--- src/rtl/bus_pkg.sv ---
// Shared types and constants for the bus transfer arbiter: FSM state encoding,
// bus width and a saturating increment used by the optional transfer counter.
package bus_pkg;
  localparam int BUS_W = 16;

  typedef enum logic [1:0] {
    ST_IDLE  = 2'd0,
    ST_DRIVE = 2'd1,
    ST_LATCH = 2'd2,
    ST_DONE  = 2'd3
  } state_e;

  function automatic logic [BUS_W-1:0] sat_inc(input logic [BUS_W-1:0] v);
    return (&v) ? v : v + 1'b1;
  endfunction
endpackage

--- src/rtl/bus_transfer_arbiter_rr_select.sv ---
// Combinational round-robin selector: first set request at or after ptr,
// wrapping modulo NUM_REQ. Returns a one-hot grant and its index.
module rr_select
  import bus_pkg::*;
#(
  parameter  int NUM_REQ = 4,
  localparam int PW      = (NUM_REQ > 1) ? $clog2(NUM_REQ) : 1
) (
  input  logic [NUM_REQ-1:0] req_i,
  input  logic [PW-1:0]      ptr_i,
  output logic [NUM_REQ-1:0] gnt_o,
  output logic [PW-1:0]      idx_o
);
  logic          found;
  logic [PW-1:0] k;

  always_comb begin
    gnt_o = '0;
    idx_o = '0;
    found = 1'b0;
    k     = '0;
    for (int i = 0; i < NUM_REQ; i++) begin
      k = PW'((int'(ptr_i) + i) % NUM_REQ);
      if (!found && req_i[k]) begin
        found    = 1'b1;
        gnt_o[k] = 1'b1;
        idx_o    = k;
      end
    end
  end
endmodule

--- src/rtl/bus_transfer_arbiter.sv ---
// Round-robin arbiter moving one register onto another over a shared bus.
// Optional `BUS_ARBITER_CNT_EN adds a saturating completed-transfer counter.
module bus_transfer_arbiter
  import bus_pkg::*;
#(
  parameter int NUM_REGS = 8,
  parameter int NUM_REQ  = 4
) (
  input  logic                              bus_arbiter_clock,
  input  logic                              bus_arbiter_reset_n,
  input  logic [NUM_REQ-1:0]                bus_arbiter_req,
  input  logic [NUM_REQ*$clog2(NUM_REGS)-1:0] bus_arbiter_req_src,
  input  logic [NUM_REQ*$clog2(NUM_REGS)-1:0] bus_arbiter_req_dst,
  output logic [NUM_REQ-1:0]                bus_arbiter_done,
  output logic [NUM_REQ-1:0]                bus_arbiter_err,
  output logic [NUM_REGS-1:0]               bus_register_out_en,
  output logic [NUM_REGS-1:0]               bus_register_input_en,
  output logic                              bus_arbiter_busy
`ifdef BUS_ARBITER_CNT_EN
  ,output logic [BUS_W-1:0]                 bus_arbiter_xfer_count
`endif
);
  localparam int IW = $clog2(NUM_REGS);
  localparam int PW = (NUM_REQ > 1) ? $clog2(NUM_REQ) : 1;

  state_e               state_q, state_d;
  logic [PW-1:0]        ptr_q, ptr_d, win_q, win_d, gidx;
  logic [IW-1:0]        src_q, src_d, dst_q, dst_d, src_sel, dst_sel;
  logic                 ill_q, ill_d, sel_ill;
  logic [NUM_REQ-1:0]   gnt;

  rr_select #(.NUM_REQ(NUM_REQ)) u_rr (
    .req_i (bus_arbiter_req),
    .ptr_i (ptr_q),
    .gnt_o (gnt),
    .idx_o (gidx)
  );

  assign src_sel = bus_arbiter_req_src[gidx*IW +: IW];
  assign dst_sel = bus_arbiter_req_dst[gidx*IW +: IW];
  // Illegal requests skip the bus phases entirely and report err from DONE.
  assign sel_ill = (src_sel == dst_sel)
                || ({1'b0, src_sel} >= (IW+1)'(NUM_REGS))
                || ({1'b0, dst_sel} >= (IW+1)'(NUM_REGS));

  always_comb begin
    state_d = state_q;
    ptr_d   = ptr_q;
    win_d   = win_q;
    src_d   = src_q;
    dst_d   = dst_q;
    ill_d   = ill_q;
    case (state_q)
      ST_IDLE: if (|gnt) begin
        win_d   = gidx;
        src_d   = src_sel;
        dst_d   = dst_sel;
        ill_d   = sel_ill;
        state_d = sel_ill ? ST_DONE : ST_DRIVE;
      end
      ST_DRIVE: state_d = ST_LATCH;
      ST_LATCH: state_d = ST_DONE;
      ST_DONE: begin
        ptr_d   = (win_q == PW'(NUM_REQ-1)) ? '0 : win_q + 1'b1;
        state_d = ST_IDLE;
      end
      default: state_d = ST_IDLE;
    endcase
  end

  always_comb begin
    bus_register_out_en   = '0;
    bus_register_input_en = '0;
    bus_arbiter_done      = '0;
    bus_arbiter_err       = '0;
    bus_arbiter_busy      = (state_q != ST_IDLE);
    case (state_q)
      ST_DRIVE: bus_register_out_en[src_q] = 1'b1;
      ST_LATCH: begin
        bus_register_out_en[src_q]   = 1'b1;
        bus_register_input_en[dst_q] = 1'b1;
      end
      ST_DONE: begin
        if (ill_q) bus_arbiter_err[win_q]  = 1'b1;
        else       bus_arbiter_done[win_q] = 1'b1;
      end
      default: ;
    endcase
  end

  always_ff @(posedge bus_arbiter_clock) begin
    if (!bus_arbiter_reset_n) begin
      state_q <= ST_IDLE;
      ptr_q   <= '0;
      win_q   <= '0;
      src_q   <= '0;
      dst_q   <= '0;
      ill_q   <= 1'b0;
    end else begin
      state_q <= state_d;
      ptr_q   <= ptr_d;
      win_q   <= win_d;
      src_q   <= src_d;
      dst_q   <= dst_d;
      ill_q   <= ill_d;
    end
  end

`ifdef BUS_ARBITER_CNT_EN
  logic [BUS_W-1:0] cnt_q;

  always_ff @(posedge bus_arbiter_clock) begin
    if (!bus_arbiter_reset_n)                 cnt_q <= '0;
    else if (state_q == ST_DONE && !ill_q)    cnt_q <= sat_inc(cnt_q);
  end

  assign bus_arbiter_xfer_count = cnt_q;
`endif
endmodule
--- config.mk ---
export PLATFORM = sky130hd
export DESIGN_NAME = bus_transfer_arbiter
export DESIGN_NICKNAME = d
export VERILOG_FILES = /design/src/rtl/bus_pkg.sv /design/src/rtl/bus_transfer_arbiter_rr_select.sv /design/src/rtl/bus_transfer_arbiter.sv
export SDC_FILE = /design/constraint.sdc
export NUM_CORES = 1
export LEC_CHECK = 0
export BUFFER_PORTS_ARGS = -buffer_cell sky130_fd_sc_hd__buf_2
export CAP_MARGIN = 40
export CORE_MARGIN = 5
export CORE_UTILIZATION = 49
export DETAILED_ROUTE_END_ITERATION = 8
export PLACE_DENSITY_LB_ADDON = 0.08
export SLEW_MARGIN = 10
export SYNTH_ARGS = -nofsm -noshare
export SYNTH_HDL_FRONTEND = slang
export SYNTH_HIERARCHICAL = 1
export SYNTH_SLANG_ARGS = --single-unit
--- constraint.sdc ---
create_clock -name bus_arbiter_clock -period 4.3 [get_ports bus_arbiter_clock]
set_input_delay 0.43 -clock bus_arbiter_clock [delete_from_list [all_inputs] [get_ports bus_arbiter_clock]]
set_output_delay 0.43 -clock bus_arbiter_clock [all_outputs]
set_load 0.05 [all_outputs]
# [After elaboration in Yosys (flattened, before gate mapping)]
# Cells that the tools add are included.
[classes] n_addsub=4 mux=43 shifts=2 n_div=0 reduce_logical=18 n_bitwise=3 magnitude_cmp=14 n_eq_ne=6 multipliers=1
[op_table] cell="$mux W4" n=8
[op_table] cell="$shiftx A12 B5 Y3" n=2
[op_table] cell="$mux W8" n=2
[op_table] cell="$lt A2 B3 Y1 const B" n=5
[op_table] cell="$mux W1" n=14
[op_table] cell="$mux W2" n=7
[op_table] cell="$or A4 B4 Y4" n=3
[op_table] cell="$demux W1 S2" n=5
[op_table] cell="$ge A2 B1 Y1 const B" n=5
[op_table] cell="$logic_and A1 B1 Y1" n=10
[op_table] cell="$bmux W1 S2" n=4
[op_table] cell="$lt A3 B4 Y1 const B" n=2
[op_table] cell="$pmux W2 S4" n=1
[op_table] cell="$demux W1 S3" n=2
[op_table] cell="$eq A2 B2 Y1 const B" n=3
[op_table] cell="$ge A3 B1 Y1 const B" n=2
[op_table] cell="$add A2 B1 Y2 const B" n=2
[op_table] cell="$add A2 B2 Y2 const B" n=2
[op_table] cell="$mul A2 B2 Y4 const B" n=1
[op_table] cell="$reduce_or A4 Y1" n=1
[op_table] cell="$eq A3 B3 Y1" n=1
[op_table] cell="$logic_not A1 Y1" n=3
[op_table] cell="$eq A2 B1 Y1 const B" n=1
[op_table] cell="$logic_not A2 Y1" n=1
[op_table] cell="other kinds (4)" n=4
[word_totals] memories=0 input_bits=30 ff_bits=13 mem_bits_ro=0 word_cells=97 latchBits=0 output_inout_bits=25 ram_bits=0

# [Depth between registers and ports, before layout]
[logic_depth] ltp_word=18 mapped_depth=13 depth_no_buf=10

# [By module]
# Netlist, hierarchy kept.
[by_module_without_submodules] mod="bus_transfer_arbiter" area_each_um2=965.9 cells_per_inst=114 n_inst=1 seq_area_each_um2=260.2
[by_module_without_submodules] mod="rr_select" area_each_um2=489.2 cells_per_inst=65 n_inst=1 seq_area_each_um2=0.0

# [Least setup slack after synthesis]
# OpenSTA, ideal clock, no wires.
[synth_timing] kind="register to register" startpoint="register ptr_q[0]" endpoint="register ill_q" setup_ns=0.058 path_stages_with_launch=13 t_required_ns=4.242 arrival_ns=3.095 n_path_buf=3 slack_ns=1.147 synth_period_minus_slack_ns=3.153 path_cell_list="dfxtp_1 -> buf_6 -> buf_2 -> inv_1 -> ha_1 -> o21ai_0 -> o31ai_1 -> o31a_1 -> buf_6 -> mux4_2 -> xor2_1 -> nor4_2 -> o21a_1"
[synth_via] elab_chain_cells=15 word_cells_on_any_way=57 classes_between="add/sub (3); mul (1); order compare (8); eq/ne (1); shift (2); mux (27); bitwise (3); reduce/logical (12)"
[synth_rtl] element="start: declaration" line="bus_transfer_arbiter.sv:27" rtl="logic [PW-1:0] ptr_q, ptr_d, win_q, win_d, gidx;"
[synth_rtl] element="start signal: assignment" line="bus_transfer_arbiter.sv:101" rtl="ptr_q <= ptr_d;"
[synth_rtl] element="branches (longest 11 deep; another with $add A2 B1 Y2)"
[synth_rtl] element="$mux W2 *" line="bus_transfer_arbiter_rr_select.sv:24" rtl="if (!found && req_i[k]) begin"
[synth_rtl] element="net gidx[0]" line="bus_transfer_arbiter.sv:27"
[synth_rtl] element="$mul A2 B2 Y4 *" line="bus_transfer_arbiter.sv:39, bus_transfer_arbiter.sv:40"
[synth_rtl] element="$shiftx A12 B5 Y3 (on tied branches)" line="bus_transfer_arbiter.sv:39, bus_transfer_arbiter.sv:40"
[synth_rtl] element="$eq A3 B3 Y1 *" line="bus_transfer_arbiter.sv:42" rtl="assign sel_ill = (src_sel == dst_sel)"
[synth_rtl] element="end signal: assignment" line="bus_transfer_arbiter.sv:105" rtl="ill_q <= ill_d;"
[synth_rtl] element="end: declaration" line="bus_transfer_arbiter.sv:29" rtl="logic ill_q, ill_d, sel_ill;"
# Mark *: on every way through the listed nets, which the timed path passes. The select of a mux whose other input is x is not followed.
# A chain may end at the register's enable or synchronous reset.

# [Worst setup path in the final report]
# Same ends and word-level chain as after synthesis.

==> metrics.md <==
| Metric | Value |
|---|---|
| Most used DFF post-synth | `dfxtp_1` |
| Sequential fraction of the synthesis area | `17.9%` |
| Congestion Overflow GR | `0` |
| Initial Utilization | `between 50% and 60%` |
| Worst R2R Path Depth | `9` |
| GRT Total Usage | `17.8%` |
| Status | `finished, final reports clean` |
| Critical path peak fanout | `7` |
| Syn avg cell area | `8.13 µm²` |
| Synth Register Bits | `13` |
| Worst slew pin tran | `0.693 ns` |
| Mapped Area | `1460 µm²` |
| Clock Skews | `0.00266 ns` |
| Arrival time worst endpoint | `3.48 ns` |
| Fmax | `308 MHz` |
| Hold Crit Start | `bus_arbiter_reset_n` |
| Most common cell after layout, fill and taps aside | `buf_2` |
| Final critical-path required period | `3.24 ns` |
| Area share of the largest cell type after synthesis | `17.9%` |
| PD cells | `471 nW/µm²` |
| Tot Pwr | `821 µW` |
| Synth async-reset ratio | `0%` |
| Port bufs | `54` |
| Die footprint | `4160 µm²` |
| Clk slew on worst S/H paths | `~0.080 ns` |
| Root Driver | `clkbuf_4` |
| Top Ports | `55` |
| Share of cells above drive strength 1 | `32.5%` |
| Pleak | `0.000805 µW` |
| R2R Path End | `ill_q$_SDFFE_PN0P_` |
| CTS H-tree depth | `1` |
| Core Footprint | `2810 µm²` |
| Yosys warning total | `6` |
| Floorplan die height | `64.5 µm` |
| Synth area leaders | `dfxtp_1 (18%), mux4_2 (11%), ha_1 (10%), nand2_1 (8.3%), nor2_1 (4.4%)` |
| Critical path endpoint category | `flip-flop` |
| DP HPWL | `2870 µm` |
| RSZ-0062 raised after global routing | `no` |
| DR DRC count | `0` |
| Number of synthesized flops with an enable pin | `0` |
| Endpoint, Worst Hold | `state_q[1]$_SDFFE_PN0P_` |
| Vias in the first global route | `1,394` |
| Hold_buf cts | `0` |
| Vias after detailed routing | `1,468` |
| Initial drt markers | `63` |
| Initial antenna violation count | `0` |
| Worst Setup Start Kind | `flip-flop` |
| HP Class | `in -> reg` |
| Distinct cells, synth | `39` |
| Post-CTS sizing | `0` |
| Post-CTS Setup Repair Bufs | `0` |
| Final Hold Fails | `0` |
| # setup viols final | `0` |
| Largest area contributor in the netlist | `dfxtp_1` |
| Setup CP Type | `reg -> reg` |
| Pins Over Slew Limit | `0` |
| Post-synthesis cell count | `179` |
| Antenna Cells | `0` |
| Fin nets | `271` |
| Mean routed wirelength per cell | `13.5 µm` |
| Critical Path RT | `approximately 4.5 ns` |
| Post-DRT Antenna Nets | `0` |
| Worst vdd ir | `0.000325 V` |
| Worst hold stages | `2` |
| Sink Count | `13` |
| FF-to-FF Start | `ptr_q[0]$_SDFFE_PN0P_` |
| Total Routed Length | `3490 µm` |
| Commonest non-fill, non-tap cells in the layout | `buf_2 (54), nand2_1 (32), nor2_1 (17)` |
| Die Width | `about 64 µm` |
| Sum Neg Setup Slack | `0 ns` |
| Largest net degree at the start of global routing | `19` |
| Vias per cell | `approximately 5.7` |
| GPL Wtd Cong | `roughly 0.83` |
| DR pass1 iterations | `4` |
| Slew headroom | `53.6%` |
| Std-Cell Rows | `19` |
| Fin crit share | `75.4%` |
| Num CTS Buffers | `3` |
| CTS tree | `done` |
| Max Cap Viol | `0` |
| Bufs on Longest Clock Path | `2` |
| Synth-to-Final Area Change | `19.7%` |
| Clk_lat worst skew | `about 0.28 ns` |
| First-pass GRT wire length | `6060 µm` |
| Syn nets | `between 200 and 250` |
| R2R setup slack | `between 1 and 1.5 ns` |
## stage by stage
step / hold slack, ns / cell area [µm²] / util, % / instances / setup WS [ns]
2_1_floorplan: 0.452 / 1460 / - / 179 / 1.15
3_5_place_dp: 0.474 / 1720 / 61.2 / 255 / 1.05
6_report: 0.463 / 1740 / 62.1 / 259 / 1.06
3_3_place_gp: 0.467 / 1720 / 61.2 / 255 / 1.19
4_1_cts: 0.463 / 1740 / 62.1 / 259 / 1.03
5_1_grt: 0.469 / 1740 / 62.1 / 259 / 0.748
## per-layer routing
layer  vias to the layer above  global-route usage (%)  routed length, µm
li1                        734                       -                  -
met3                         7                    4.32                261
met5                         -                       0                  0
met4                         0                    2.37                 21
met2                        63                    30.9               1650
met1                       664                    22.9               1550
## cell families (layout without fill, tap and decap cells)
kind of cell	count (synthesis)	in the layout	synth area share (%)
flops	13	13	17.9
mux	13	13	17.2
compound gates	34	34	16.9
fa+ha+maj	12	12	10.3
xor+xnor	3	3	1.81
simple gates	85	85	29.4
buf+inv	19	68	6.45
## Yosys cell counts (2+ instances only)
master and instances:
a21boi_0 8, a21oi_1 2, a221o_2 4, a31oi_1 2, and2_1 6, and3_1 4
and3b_1 2, buf_2 3, buf_6 2, clkbuf_1 3, clkbuf_2 3, dfxtp_1 13
ha_1 12, inv_1 8, mux2i_1 4, mux4_1 2, mux4_2 7, nand2_1 32
nand2b_1 8, nor2_1 17, nor2b_1 3, nor3_1 5, nor3b_1 2, o21a_1 2
o21ai_0 9, xor2_1 3
## how the worst max path moves through the flow
stage,start,end,depth (start not counted)
floorplan,ptr_q[0]$_SDFFE_PN0P_,ill_q$_SDFFE_PN0P_,12
global placement,ptr_q[0]$_SDFFE_PN0P_,ill_q$_SDFFE_PN0P_,10
detailed placement,ptr_q[0]$_SDFFE_PN0P_,ill_q$_SDFFE_PN0P_,9
CTS,ptr_q[0]$_SDFFE_PN0P_,ill_q$_SDFFE_PN0P_,9
global route,ptr_q[0]$_SDFFE_PN0P_,ill_q$_SDFFE_PN0P_,9
finish,ptr_q[0]$_SDFFE_PN0P_,ill_q$_SDFFE_PN0P_,9
## power breakdown
part           switching, µW  internal (µW)  total (µW)
combinational            347            189         536
sequential              44.2            161         205
clock                   43.6           36.1        79.6
total                    435            386         821
## state kept, by name, indices dropped and copies added, names as in the netlist
register and flops:
src_q 3, dst_q 3, ill_q 1, win_q 2, ptr_q 2, state_q 2
## critical path, cell delays in order, from the launching register on
cell	delay, ns
dfxtp_1	0.34
inv_1	0.07
ha_1	0.40
o21ai_0	0.13
o31ai_1	0.53
o31a_1	0.48
mux4_2	0.59
xor2_1	0.18
nor4_2	0.29
o21a_1	0.17
## cell type report
class / instances / area (µm²)
Multi-Input combinational cell: 147 / 1100
Fill cell: 268 / 1060
Timing Repair Buffer: 56 / 285
Sequential cell: 13 / 260
Tap cell: 31 / 38.8
Inverter: 8 / 30.0
Clock buffer: 4 / 26.3
(Power assumes the default switching activity.)
